## config.mk

```make
export PLATFORM = sky130hd
export DESIGN_NAME = regfile_wb_arbiter
export DESIGN_NICKNAME = d
export VERILOG_FILES = /design/src/rtl/regfile_wb_arbiter.sv
export SDC_FILE = /design/constraint.sdc
export NUM_CORES = 1
export LEC_CHECK = 0
export BUFFER_PORTS_ARGS = -buffer_cell sky130_fd_sc_hd__buf_4
export CAP_MARGIN = 10
export CORE_MARGIN = 3
export CORE_UTILIZATION = 35
export CTS_CLUSTER_DIAMETER = 40
export DETAILED_ROUTE_END_ITERATION = 6
export GPL_TIMING_DRIVEN = 0
export PLACE_DENSITY = 0.57
export SYNTH_ARGS = -nofsm -noshare
export SYNTH_HDL_FRONTEND = slang
export SYNTH_SLANG_ARGS = --single-unit
```

## constraint.sdc

```tcl
create_clock -name clk -period 6 [get_ports clk]
set_clock_uncertainty 0.2 [all_clocks]
set_input_delay 1.8 -clock clk [delete_from_list [all_inputs] [get_ports clk]]
set_output_delay 1.8 -clock clk [all_outputs]
set_load 0.01 [all_outputs]
```

## src/rtl/regfile_wb_arbiter.sv

```systemverilog
// Round-robin share of the single register-file write port, plus a pending-write scoreboard and NZP generation.
// Latency: accepted request -> wr_en/wr_dr/wr_data/nzp registered on the next edge; hazards and grants are combinational.
// Backpressure: req_ready is a one-hot grant (none while hold=1); unaccepted requesters stall; rsv_ready drops when a counter is full.
module regfile_wb_arbiter #(
    parameter int NUM_REQ = 3,
    parameter int DATA_W  = 16,
    parameter int CNT_W   = 2
) (
    input  logic                      clk,
    input  logic                      reset,
    input  logic [NUM_REQ-1:0]        req_valid,
    input  logic [3*NUM_REQ-1:0]      req_dr,
    input  logic [DATA_W*NUM_REQ-1:0] req_data,
    output logic [NUM_REQ-1:0]        req_ready,
    input  logic                      hold,
    input  logic                      rsv_valid,
    input  logic [2:0]                rsv_dr,
    output logic                      rsv_ready,
    input  logic [2:0]                chk_sr1,
    input  logic [2:0]                chk_sr2,
    output logic                      haz_sr1,
    output logic                      haz_sr2,
    output logic                      wr_en,
    output logic [2:0]                wr_dr,
    output logic [DATA_W-1:0]         wr_data,
    output logic [2:0]                nzp
);

    localparam int PTR_W = (NUM_REQ > 1) ? $clog2(NUM_REQ) : 1;
    localparam logic [CNT_W-1:0] CNT_MAX = {CNT_W{1'b1}};

    logic [PTR_W-1:0]  rr_ptr;
    logic [PTR_W-1:0]  gnt_idx;
    logic [PTR_W-1:0]  nxt_ptr;
    logic              gnt_found;
    logic              grant;
    logic [2:0]        sel_dr;
    logic [DATA_W-1:0] sel_data;
    logic [2:0]        sel_nzp;
    logic              rsv_acc;
    logic [7:0]        sb_inc;
    logic [7:0]        sb_dec;
    logic [CNT_W-1:0]  cnt [8];

    // Rotating priority search starting at rr_ptr; first valid requester wins.
    always_comb begin
        gnt_found = 1'b0;
        gnt_idx   = '0;
        for (int k = 0; k < NUM_REQ; k++) begin
            for (int i = 0; i < NUM_REQ; i++) begin
                if (!gnt_found && req_valid[i] && ((int'(rr_ptr) + k) % NUM_REQ) == i) begin
                    gnt_found = 1'b1;
                    gnt_idx   = PTR_W'(i);
                end
            end
        end
    end

    assign grant   = gnt_found & ~hold;
    assign nxt_ptr = (int'(gnt_idx) == NUM_REQ - 1) ? '0 : gnt_idx + 1'b1;

    // One-hot ready plus the winner's destination/data mux.
    always_comb begin
        req_ready = '0;
        sel_dr    = '0;
        sel_data  = '0;
        for (int i = 0; i < NUM_REQ; i++) begin
            if (gnt_idx == PTR_W'(i)) begin
                req_ready[i] = grant;
                sel_dr       = req_dr[3*i +: 3];
                sel_data     = req_data[DATA_W*i +: DATA_W];
            end
        end
    end

    // Condition codes of the value about to be committed.
    always_comb begin
        if (sel_data[DATA_W-1])
            sel_nzp = 3'b100;
        else if (sel_data == '0)
            sel_nzp = 3'b010;
        else
            sel_nzp = 3'b001;
    end

    // A full counter can still accept when this cycle's grant retires one of its writes.
    assign rsv_ready = !((cnt[rsv_dr] == CNT_MAX) && !(grant && (sel_dr == rsv_dr)));
    assign rsv_acc   = rsv_valid & rsv_ready;

    // Per-register increment/decrement requests for the scoreboard.
    always_comb begin
        sb_inc = '0;
        sb_dec = '0;
        for (int r = 0; r < 8; r++) begin
            sb_inc[r] = rsv_acc && (rsv_dr == 3'(r));
            sb_dec[r] = grant && (sel_dr == 3'(r));
        end
    end

    // Pending-write counters; unreserved writes never underflow a zero count.
    always_ff @(posedge clk or posedge reset) begin
        if (reset) begin
            for (int r = 0; r < 8; r++)
                cnt[r] <= '0;
        end else begin
            for (int r = 0; r < 8; r++) begin
                if (sb_inc[r] && !sb_dec[r])
                    cnt[r] <= cnt[r] + 1'b1;
                else if (sb_dec[r] && !sb_inc[r] && cnt[r] != '0)
                    cnt[r] <= cnt[r] - 1'b1;
            end
        end
    end

    // Registered write stage; without a grant only wr_en drops, the rest holds.
    always_ff @(posedge clk or posedge reset) begin
        if (reset) begin
            wr_en   <= 1'b0;
            wr_dr   <= '0;
            wr_data <= '0;
            nzp     <= 3'b010;
            rr_ptr  <= '0;
        end else if (grant) begin
            wr_en   <= 1'b1;
            wr_dr   <= sel_dr;
            wr_data <= sel_data;
            nzp     <= sel_nzp;
            rr_ptr  <= nxt_ptr;
        end else begin
            wr_en   <= 1'b0;
        end
    end

    // The in-flight term covers the cycle before register_unit latches the value.
    assign haz_sr1 = (cnt[chk_sr1] != '0) | (wr_en & (wr_dr == chk_sr1));
    assign haz_sr2 = (cnt[chk_sr2] != '0) | (wr_en & (wr_dr == chk_sr2));

endmodule

```

After elaboration in Yosys (flattened, before gate mapping). Cells that the tools add are included.

Word-level logic and storage cells: 240. Flip-flop bits (word level): 41. Bits of input ports: 73. Output and inout bits: 29.

Div/mod/pow operators: 3. Magnitude comparators: 3. $add $sub $neg: 19. Multiplexer cells: 55. Eq/ne operators: 27. Bitwise logic cells: 10. Reduce and logical (&&, ||, !) cells: 110.

Operator list (count): equality test 32 x 2 -> 1 bit, second input constant (3); equality test 32 x 3 -> 1 bit, second input constant (3); logical NOT 32 bit (3); remainder unit 32 x 3 -> 32 bit, second input constant (2); 2-to-1 mux 2 bit (31); logical AND 1 bit (59); 2-to-1 mux 16 bit (3); nonzero test 2 bit (18); remainder unit 3 x 3 -> 32 bit, second input constant (1); logical NOT 1 bit (26); equality test 3 bit, second input constant (8); adder 2 x 1 -> 2 bit, second input constant (9); binary-select mux 2 bit (select 3 bit) (3); logical NOT 16 bit (1); subtractor 2 x 1 -> 2 bit, second input constant (8); 2-to-1 mux 1 bit (14); equality test 3 x 2 -> 1 bit, second input constant (4); >= comparator 4 bit, second input constant (3); 2-to-1 mux 3 bit (4); inverter 3 -> 4 bit (3); equality test 3 bit (3); equality test 2 bit, second input constant (3); equality test 3 x 1 -> 1 bit, second input constant (2); logical NOT 3 bit (2); 7 further kinds (11).

Longest topological paths before layout. Gate-level depths: netlist of run 1.

Depth in word-level cells: 52. Mapped depth: 13. Gate-level depth less buffers: 11.

Worst setup path before layout of run 1. OpenSTA, ideal clock, no wires.

Path kind: input-to-output. From: input port req_valid[1]. To: output port rsv_ready. Arrival: 3.624 ns. Data required time: 4.000 ns. Stages: 9. Path buffers: 2. Slack: 0.376 ns. Cells stage by stage: o21ba_2 -> o2111a_1 -> buf_6 -> nor3_4 -> a221oi_4 -> xor2_2 -> a41oi_2 -> buf_2 -> mux2i_1.

Longest elaborated chain between the ends: 40. Elaborated cells between the ends (all ways): 51. Classes of those cells: eq/ne: 3; mux: 19; bitwise: 1; reduce/logical: 28.

RTL lines: start: declaration (RTL line 11) `input logic [NUM_REQ-1:0] req_valid,`; logical AND 1 bit (2 in a row) (RTL line 51) `if (!gnt_found && req_valid[i] && ((int'(rr_ptr) + k) % NUM_REQ) == i) begin`; 2-to-1 mux 1 bit (RTL line 51); logical NOT 1 bit (RTL line 51); logical AND 1 bit (2 in a row) (RTL line 51); 2-to-1 mux 1 bit (RTL line 51); logical NOT 1 bit (RTL line 51); logical AND 1 bit (2 in a row) (RTL line 51); 2-to-1 mux 1 bit (RTL line 51); [... 19 more ...]; 2-to-1 mux 2 bit (RTL line 51); logical NOT 2 bit (RTL line 68) `if (gnt_idx == PTR_W'(i)) begin`; 2-to-1 mux 3 bit (3 in a row) (RTL line 68); equality test 3 bit (RTL line 87) `assign rsv_ready = !((cnt[rsv_dr] == CNT_MAX) && !(grant && (sel_dr == rsv_dr)));`; logical AND 1 bit (*) (RTL line 87); logical NOT 1 bit (*) (RTL line 87); logical AND 1 bit (*) (RTL line 87); logical NOT 1 bit (*) (RTL line 87); end: declaration (RTL line 18) `output logic rsv_ready,`.

Mark *: on every way between the ends. The rest lies on a longest branch, timed or not.

Final worst setup path of run 1. Same ends and word-level chain as after synthesis.

==> flow_metrics.env, run 1 <==
export IMPL_via_count=2841
export IMPL_p_seq_share_pct=28.4
export IMPL_yosysUniqueCellTypes=56
export IMPL_yosys_top_cells_area="dfrtp_1, nand2_1, o21ai_0"
export IMPL_hold_viol_final=0
export IMPL_tightest_slew_ps=846.0
export IMPL_cts_tree="yes"
export IMPL_timing_setup_tns_ps=0
export IMPL_end_kind="output port"
export IMPL_status="completed"
export IMPL_clk_pin_slew_worst_paths_ps=90
export IMPL_crit_type="in -> out"
export IMPL_drtAntennaViolNets=0
export IMPL_synth_edf_count=0
export IMPL_num_antenna_cells=0
export IMPL_grt_pass1_wl_mm=13.39
export IMPL_port_buffers=100
export IMPL_switching_power_mw=0.7739
export IMPL_leakage_nw=1.720
export IMPL_synth_area_um2=2771
export IMPL_yosys_area_top_type="dfrtp_1"
export IMPL_synth_commonest_cells="nand2_1, dfrtp_1, o21ai_0"
export IMPL_routedWlPerCell_um=15.66
export IMPL_numCtsBuffers=5
export IMPL_grt_max_degree=41
export IMPL_dpl_hpwl_mm=6.607
export IMPL_crit_arrival_ps=3880
export IMPL_die_area_um2=9022
export IMPL_dr_pass1_iters=4
export IMPL_period_needed_ps=5879
export IMPL_maxCapViolations=0
export IMPL_fin_crit_sh_pct=97.98
export IMPL_worstPathRequired_ps=4000
export IMPL_synth_warnings=0
export IMPL_start_util_pct=37.21
export IMPL_drt_total_wl_mm=8.395
export IMPL_syn_avg_cell_area_um2=8.527
export IMPL_drive_gt1_share_pct=30.43
export IMPL_synth_nets=400
export IMPL_yosysSeqAreaShare_pct=36.16
export IMPL_cts_root_buf="clkbuf_8"
export IMPL_syn_to_final_growth_pct=37.74
export IMPL_finalPower_mw=1.722
export IMPL_sw_frac_of_total_pct=44.94
export IMPL_grt_pass1_vias=2795
export IMPL_rsz0062_at_grt="false"
export IMPL_coreArea_um2=7447
export IMPL_io_pins=102
export IMPL_comb_power_share_pct=58.1
export IMPL_max_freq_mhz=170.1
export IMPL_slew_viol_final=0
export IMPL_row_count=31
export IMPL_finalNetCount=511
export IMPL_clkPwrFrac_pct=13.6
export IMPL_relSlewSlack_pct=43.52
export IMPL_min_delay_path_class="reg -> reg"
export IMPL_antenna_found_initial=0
export IMPL_place_congestion=0.8027
export IMPL_grt_total_usage_pct=19.07
export IMPL_cp_start_kind="input pin"
export IMPL_ctsHtreeMaxLevel=2
export IMPL_insertion_delay_ps=300
export IMPL_gr_total_overflow=0
export IMPL_vdd_ir_drop_max_mv=0.2085
export IMPL_drtIter0Drc=96
export IMPL_ys_ff_latch=40
export IMPL_setup_viol=0
export IMPL_clock_sinks=40
export IMPL_viasPerCell=5.300
export IMPL_async_reset_ff_share_pct=100.0
export IMPL_yosysTopAreaCellShare_pct=35.21
export IMPL_yosysMostFrequentCell="nand2_1"
export IMPL_dieWidth_um=94.99
export IMPL_powerDensity_nw_per_um2=451.1
export IMPL_holdWs_ps=286.5
export IMPL_syn_instance_count=325
export IMPL_crit_path_max_fanout=10
export IMPL_clockBufferDepth=2
export IMPL_die_y_um=94.99
export IMPL_synth_flop_cell="dfrtp_1"
export IMPL_intPower_mw=0.9483
export IMPL_drcViolationCount=0
metrics by stage:
stage               utilization [%]  cell area [µm²]  setup WS, ps  instances
detailed placement            48.96             3646        -155.8        524
floorplan                         -             2771         375.7        325
CTS                           50.81             3784         32.95        534
global placement              48.96             3646        -173.0        524
global route                  51.26             3817         20.12        536
finish                        51.26             3817         121.4        536
path summary, 6_finish.rpt:
| path | startpoint | end | slack (ps) | depth (start not counted) |
|---|---|---|---|---|
| max | req_valid[1] | rsv_ready | 120 | 11 |
| min | wr_data[10] | wr_data[10] | 290 | 2 |
| max reg2reg | rr_ptr[0] | cnt[8] | 2490 | 11 |
| min reg2reg | wr_data[10] | wr_data[10] | 290 | 2 |
| max in group asynchronous | reset | wr_data[11] | 3590 | 2 |
| min in group asynchronous | reset | wr_en | 1480 | 2 |
layout by cell type, fill, tap and decap left out, types with 3 or more instances in the layout:
| master | synthesis | routed |
|---|---|---|
| a211oi_1 | 3 | 3 |
| a21o_1 | 4 | 4 |
| a21oi_1 | 23 | 23 |
| a22o_1 | 8 | 8 |
| a22oi_1 | 4 | 4 |
| buf_4 | 1 | 105 |
| clkbuf_1 | 11 | 10 |
| clkbuf_8 | 0 | 5 |
| dfrtp_1 | 39 | 39 |
| inv_1 | 8 | 7 |
| mux2i_1 | 8 | 8 |
| nand2_1 | 51 | 51 |
| nand2b_1 | 3 | 3 |
| nand3_1 | 7 | 7 |
| nor2_1 | 27 | 27 |
| nor3_1 | 17 | 17 |
| nor4_1 | 4 | 4 |
| o211ai_1 | 5 | 5 |
| o21a_1 | 4 | 4 |
| o21ai_0 | 32 | 32 |
| o311a_1 | 3 | 3 |
| or3_1 | 5 | 5 |
| xnor2_1 | 11 | 11 |
critical path, cell delays in order:
cell	delay, ps
buf_4	130
o21ba_2	240
o2111a_1	180
buf_6	150
nor3_4	50
a221oi_4	380
xor2_2	250
a41oi_2	180
buf_2	220
mux2i_1	140
buf_4	140
logic make-up (layout without fill, tap and decap cells):
| kind of cell | after synthesis | count (layout) | synth area share, % |
|---|---|---|---|
| AOI/OAI and AO/OA | 104 | 104 | 26.55 |
| xor gates and xnor gates | 13 | 13 | 4.379 |
| adders and majority gates | 2 | 2 | 0.9028 |
| buffers and inverters | 22 | 134 | 3.431 |
| DFF | 40 | 40 | 36.16 |
| muxes | 12 | 12 | 5.327 |
| and+or+nand+nor | 132 | 132 | 23.25 |
what timing repair did:
action                     4_1_cts  5_1_grt
hold buffers                     0        0
setup endpoints to repair        1        1
pin swaps                        2        3
resized for setup                1        4
buffers inserted                 2        2
state kept, by name, summed over array words and instances (netlist names):
name	cells
wr_data	16
wr_dr	3
nzp	2
rr_ptr	2
cnt	16
wr_en	1
area by class of cell:
| type | instances | area, µm² |
|---|---|---|
| buffer | 14 | 66.31 |
| clock buffer | 5 | 68.82 |
| clock inverter | 3 | 46.29 |
| fill | 759 | 3630 |
| inverter | 8 | 30.03 |
| multi-input combinational | 263 | 1699 |
| sequential | 40 | 1002 |
| tap | 99 | 123.9 |
| timing repair buffer | 104 | 780.7 |
layer usage:
metal	part of all wire (%)	vias to the layer above	global-route usage, %
met5	0	-	0
met4	0.32	0	4.087
met3	7.2	2	5.817
met2	48	86	32.47
met1	45	1339	23.75
li1	-	1414	-
power groups by stage:
stage	clock, mW	combinational [mW]	sequential [mW]
floorplan	0	0.602	0.499
global placement	0	0.969	0.489
detailed placement	0	0.976	0.492
CTS	0.238	0.995	0.490
global route	0.249	1.12	0.508
finish	0.233	1.00	0.489
(Power assumes the default switching activity.)
==> run 2, diff against run 1 <==
--- a/config.mk
+++ b/config.mk
@@ -7,11 +7,13 @@
 export LEC_CHECK = 0
 export BUFFER_PORTS_ARGS = -buffer_cell sky130_fd_sc_hd__buf_4
 export CAP_MARGIN = 10
+export CORE_ASPECT_RATIO = 2
 export CORE_MARGIN = 3
 export CORE_UTILIZATION = 35
 export CTS_CLUSTER_DIAMETER = 40
 export DETAILED_ROUTE_END_ITERATION = 6
 export GPL_TIMING_DRIVEN = 0
+export MAX_ROUTING_LAYER = met4
 export PLACE_DENSITY = 0.57
 export SYNTH_ARGS = -nofsm -noshare
 export SYNTH_HDL_FRONTEND = slang
==> flow_metrics.env, run 2 (synthesis results as in run 1) <==
export IMPL_grt_total_usage_pct=21.18
export IMPL_die_y_um=131.8
export IMPL_clockBufferDepth=2
export IMPL_slew_viol_final=0
export IMPL_numCtsBuffers=5
export IMPL_drtAntennaViolNets=0
export IMPL_fin_ws_ps=133.2
export IMPL_finalNetCount=511
export IMPL_holdWs_ps=278.4
export IMPL_mostFrequentLayoutCell="buf_4"
export IMPL_tightest_slew_ps=671.6
export IMPL_cts_root_buf="clkbuf_16"
export IMPL_crit_type="in -> out"
export IMPL_clock_sinks=40
export IMPL_antenna_found_initial=0
export IMPL_worstPathRequired_ps=4000
export IMPL_grt_max_degree=40
export IMPL_drtIter0Drc=134
export IMPL_min_delay_path_class="reg -> reg"
export IMPL_routedWlPerCell_um=16.73
export IMPL_drcViolationCount=0
export IMPL_vdd_ir_drop_max_mv=0.2766
export IMPL_place_congestion=0.8419
export IMPL_dieWidth_um=68.92
export IMPL_insertion_delay_ps=290
export IMPL_rsz0062_at_grt="false"
export IMPL_syn_to_final_growth_pct=39.91
export IMPL_dr_pass1_iters=4
export IMPL_drive_gt1_share_pct=30.66
export IMPL_fin_crit_sh_pct=97.78
export IMPL_die_area_um2=9086
export IMPL_crit_path_max_fanout=10
export IMPL_powerDensity_nw_per_um2=467.2
export IMPL_clk_pin_slew_worst_paths_ps=60
export IMPL_port_buffers=100
export IMPL_dpl_hpwl_mm=7.095
export IMPL_coreArea_um2=7657
export IMPL_gr_total_overflow=0
export IMPL_max_freq_mhz=170.4
export IMPL_viasPerCell=5.458
export IMPL_via_count=2898
export IMPL_cts_tree="yes"
export IMPL_end_kind="output port"
export IMPL_postCtsHoldBufs=0
export IMPL_num_antenna_cells=0
export IMPL_ctsHtreeMaxLevel=2
export IMPL_cp_start_kind="input pin"
export IMPL_final_cell_mix="buf_4, nand2_1, dfrtp_1, o21ai_0, nor2_1"
export IMPL_largestRegisters="cnt: 16 flops, wr_data: 16 flops, wr_dr: 3 flops"
export IMPL_start_util_pct=36.19
export IMPL_io_pins=102
export IMPL_period_needed_ps=5867
export IMPL_fill_cells=805
export IMPL_grt_pass1_wl_mm=14.10
export IMPL_status="completed"
export IMPL_hold_viol_final=0
export IMPL_leakage_nw=1.749
export IMPL_crit_arrival_ps=3870
export IMPL_drt_total_wl_mm=8.886
export IMPL_finalPower_mw=1.811
export IMPL_maxCapViolations=0
export IMPL_relSlewSlack_pct=55.23
export IMPL_grt_pass1_vias=3013
export IMPL_setup_viol=0
export IMPL_preCtsSetupSlack_ps=-207.4
export IMPL_row_count=45
## run 2: worst max-delay path: stages
cell and delay, ps:
buf_4 130, o21ba_2 230, o2111a_1 180, buf_6 160, nor3_4 60, a221oi_4 360, xor2_2 250, a41oi_2 190
buf_2 220, mux2i_1 140, buf_4 140
## run 2: stage by stage
stage          util (%)  cell area (µm²)  TNS, ps  instances
2_1_floorplan         -             2771        0        325
3_3_place_gp      47.53             3640   -200.2        519
3_5_place_dp      47.79             3660   -207.4        520
4_1_cts           50.39             3859        0        531
5_1_grt           50.64             3877        0        531
6_report          50.64             3877        0        531
## run 2: power by group
group	leakage [nW]	internal [mW]	switching (mW)
clock network	0.0798	0.195	0.114
logic	1.18	0.441	0.574
registers	0.486	0.384	0.103
## run 2: metal layers
| metal | track usage [%] | vias up | routed length, µm |
|---|---|---|---|
| met2 | 38.03 | 97 | 5039 |
| met1 | 20.83 | 1373 | 3063 |
| met4 | 9.663 | 0 | 347 |
| met3 | 3.754 | 18 | 435 |
| met5 | - | - | 0 |
| li1 | - | 1410 | - |
## run 2: cell type report
type                    count  area, µm²  share of cell area [%]
multi-input cells         263       1700                   43.85
clock buffers               5      125.1                   3.227
plain buffers              14      66.31                   1.710
inverters                   8      30.03                  0.7744
clock inverters             3      42.54                   1.097
flip-flops and latches     40       1002                   25.85
repair buffers            104      793.3                   20.46
well taps                  94      117.6                   3.033
## run 2: path summary, 6_finish.rpt
path	startpoint	to	slack (ps)	cells after the start
setup reg to reg	rr_ptr[0]	cnt[8]	2450	11
hold reg to reg	nzp[0]	nzp[0]	280	2
setup / recovery	req_valid[1]	rsv_ready	130	11
min in group asynchronous	reset	wr_data[0]	1160	2
max in group asynchronous	reset	nzp[1]	3970	3
hold / removal	nzp[0]	nzp[0]	280	2
## run 2: timing repair
| item | 4_1_cts | 5_1_grt |
|---|---|---|
| pin swaps | 3 | 0 |
| gates resized for setup | 2 | 2 |
| setup endpoints to repair | 1 | 1 |
| buffers inserted | 3 | 0 |
| endpoints found under the hold margin | 0 | 0 |
==> run 3, diff against run 2 <==
--- a/config.mk
+++ b/config.mk
@@ -15,6 +15,7 @@
 export GPL_TIMING_DRIVEN = 0
 export MAX_ROUTING_LAYER = met4
 export PLACE_DENSITY = 0.57
+export REMOVE_ABC_BUFFERS = 1
 export SYNTH_ARGS = -nofsm -noshare
 export SYNTH_HDL_FRONTEND = slang
 export SYNTH_SLANG_ARGS = --single-unit
==> flow_metrics.env, run 3 (synthesis results as in run 1) <==
export IMPL_status="completed"
export IMPL_sw_frac_of_total_pct=43.67
export IMPL_dieWidth_um=68.92
export IMPL_dr_pass1_iters=6
export IMPL_finalNonFillerCells=524
export IMPL_gr_total_overflow=0
export IMPL_tightest_slew_ps=881.8
export IMPL_place_congestion=0.7796
export IMPL_crit_arrival_ps=3870
export IMPL_relSlewSlack_pct=41.13
export IMPL_vdd_ir_drop_max_mv=0.2550
export IMPL_dpl_hpwl_mm=6.821
export IMPL_clkPwrFrac_pct=17.0
export IMPL_via_count=2864
export IMPL_num_antenna_cells=0
export IMPL_cts_root_buf="clkbuf_16"
export IMPL_io_pins=102
export IMPL_comb_power_share_pct=56.9
export IMPL_cp_start_kind="input pin"
export IMPL_row_count=45
export IMPL_antenna_found_initial=0
export IMPL_powerDensity_nw_per_um2=475.1
export IMPL_dp_cells=507
export IMPL_clk_pin_slew_worst_paths_ps=60
export IMPL_coreArea_um2=7657
export IMPL_switching_power_mw=0.8094
export IMPL_preCtsSetupSlack_ps=-906.3
export IMPL_crit_path_max_fanout=6
export IMPL_viasPerCell=5.466
export IMPL_intPower_mw=1.044
export IMPL_grt_max_degree=41
export IMPL_fin_crit_sh_pct=97.82
export IMPL_cts_tree="yes"
export IMPL_finalNetCount=504
export IMPL_routedWlPerCell_um=17.41
export IMPL_clock_sinks=40
export IMPL_holdWs_ps=278.1
export IMPL_crit_type="in -> out"
export IMPL_hold_viol_final=0
export IMPL_p_seq_share_pct=26.1
export IMPL_port_buffers=101
export IMPL_clockBufferDepth=2
export IMPL_grt_pass1_wl_mm=14.49
export IMPL_period_needed_ps=5869
export IMPL_end_kind="output port"
export IMPL_syn_to_final_growth_pct=40.77
export IMPL_max_freq_mhz=170.4
export IMPL_drt_total_wl_mm=9.122
export IMPL_slew_viol_final=0
export IMPL_rsz0062_at_grt="false"
export IMPL_postCtsHoldBufs=0
export IMPL_drcViolationCount=0
export IMPL_die_area_um2=9086
export IMPL_numCtsBuffers=5
export IMPL_grt_total_usage_pct=22.04
export IMPL_final_cell_mix="buf_4, nand2_1, dfrtp_1, o21ai_0, nor2_1"
export IMPL_maxCapViolations=0
export IMPL_fin_ws_ps=130.7
export IMPL_largestRegisters="cnt: 16 flops, wr_data: 16 flops, wr_dr: 3 flops"
export IMPL_drive_gt1_share_pct=31.86
export IMPL_setup_viol=0
export IMPL_worstPathRequired_ps=4000
export IMPL_start_util_pct=36.19
export IMPL_leakage_nw=1.758
export IMPL_drtAntennaViolNets=0
export IMPL_die_y_um=131.8
export IMPL_min_delay_path_class="reg -> reg"
export IMPL_mostFrequentLayoutCell="buf_4"
export IMPL_insertion_delay_ps=290
export IMPL_drtIter0Drc=99
export IMPL_grt_pass1_vias=2927
export IMPL_ctsHtreeMaxLevel=2
==> run 3: power by group through the flow <==
stage / sequential, mW / clock (mW) / combinational [mW]
after floorplan: 0.501 / 0 / 0.573
after global placement: 0.484 / 0 / 0.941
after detailed placement: 0.487 / 0 / 0.977
after CTS: 0.485 / 0.323 / 1.03
after global routing: 0.502 / 0.334 / 1.16
final: 0.483 / 0.316 / 1.05
==> run 3: worst paths after layout <==
path                              startpoint         end  cells after the start  slack, ps
worst min-delay path              wr_data[9]  wr_data[9]                      2        280
worst max register to register     rr_ptr[0]      cnt[8]                     14       2300
worst min register to register    wr_data[9]  wr_data[9]                      2        280
min in group asynchronous              reset  wr_data[5]                      2       1490
max in group asynchronous              reset      cnt[7]                      2       3540
worst max-delay path            req_valid[1]   rsv_ready                     11        130
==> run 3: what timing repair did <==
item,4_1_cts,5_1_grt
setup buffers,5,3
gates resized for setup,3,4
endpoints found under the hold margin,0,0
gates cloned,1,0
pin swaps,2,3
setup endpoints to repair,1,1
==> run 3: cell type report <==
type,instances,area (µm²)
Inverter,8,30.03
Fill cell,794,3756
Tap cell,94,117.6
Clock inverter,3,42.54
Clock buffer,5,125.1
Timing Repair Buffer,110,845.8
Multi-Input combinational cell,264,1738
Sequential cell,40,1002
==> run 3: critical path, stage by stage <==
cell and delay (ps):
buf_4 110, o21ba_2 200, o2111a_2 290, buf_4 170, and2_4 160, a221oi_4 280, xor2_2 250, buf_4 170
a41oi_4 130, mux2i_1 170, buf_4 140
==> run 3: routing by layer <==
metal	vias up	global-route usage [%]	wire length [µm]
met4	0	9.881	371
met5	-	-	0
met3	18	3.242	407
met1	1352	21.21	3030
li1	1407	-	-
met2	87	40.53	5313
==> run 3: metrics by stage <==
step / utilization (%) / area, µm² / setup TNS (ps) / power, mW
after detailed placement: 47.14 / 3610 / -906.3 / 1.465
after floorplan: - / 2706 / -31.64 / 1.074
after CTS: 50.23 / 3846 / 0 / 1.835
after global routing: 50.95 / 3901 / 0 / 1.997
after global placement: 46.78 / 3582 / -822.3 / 1.425
final: 50.95 / 3901 / 0 / 1.853
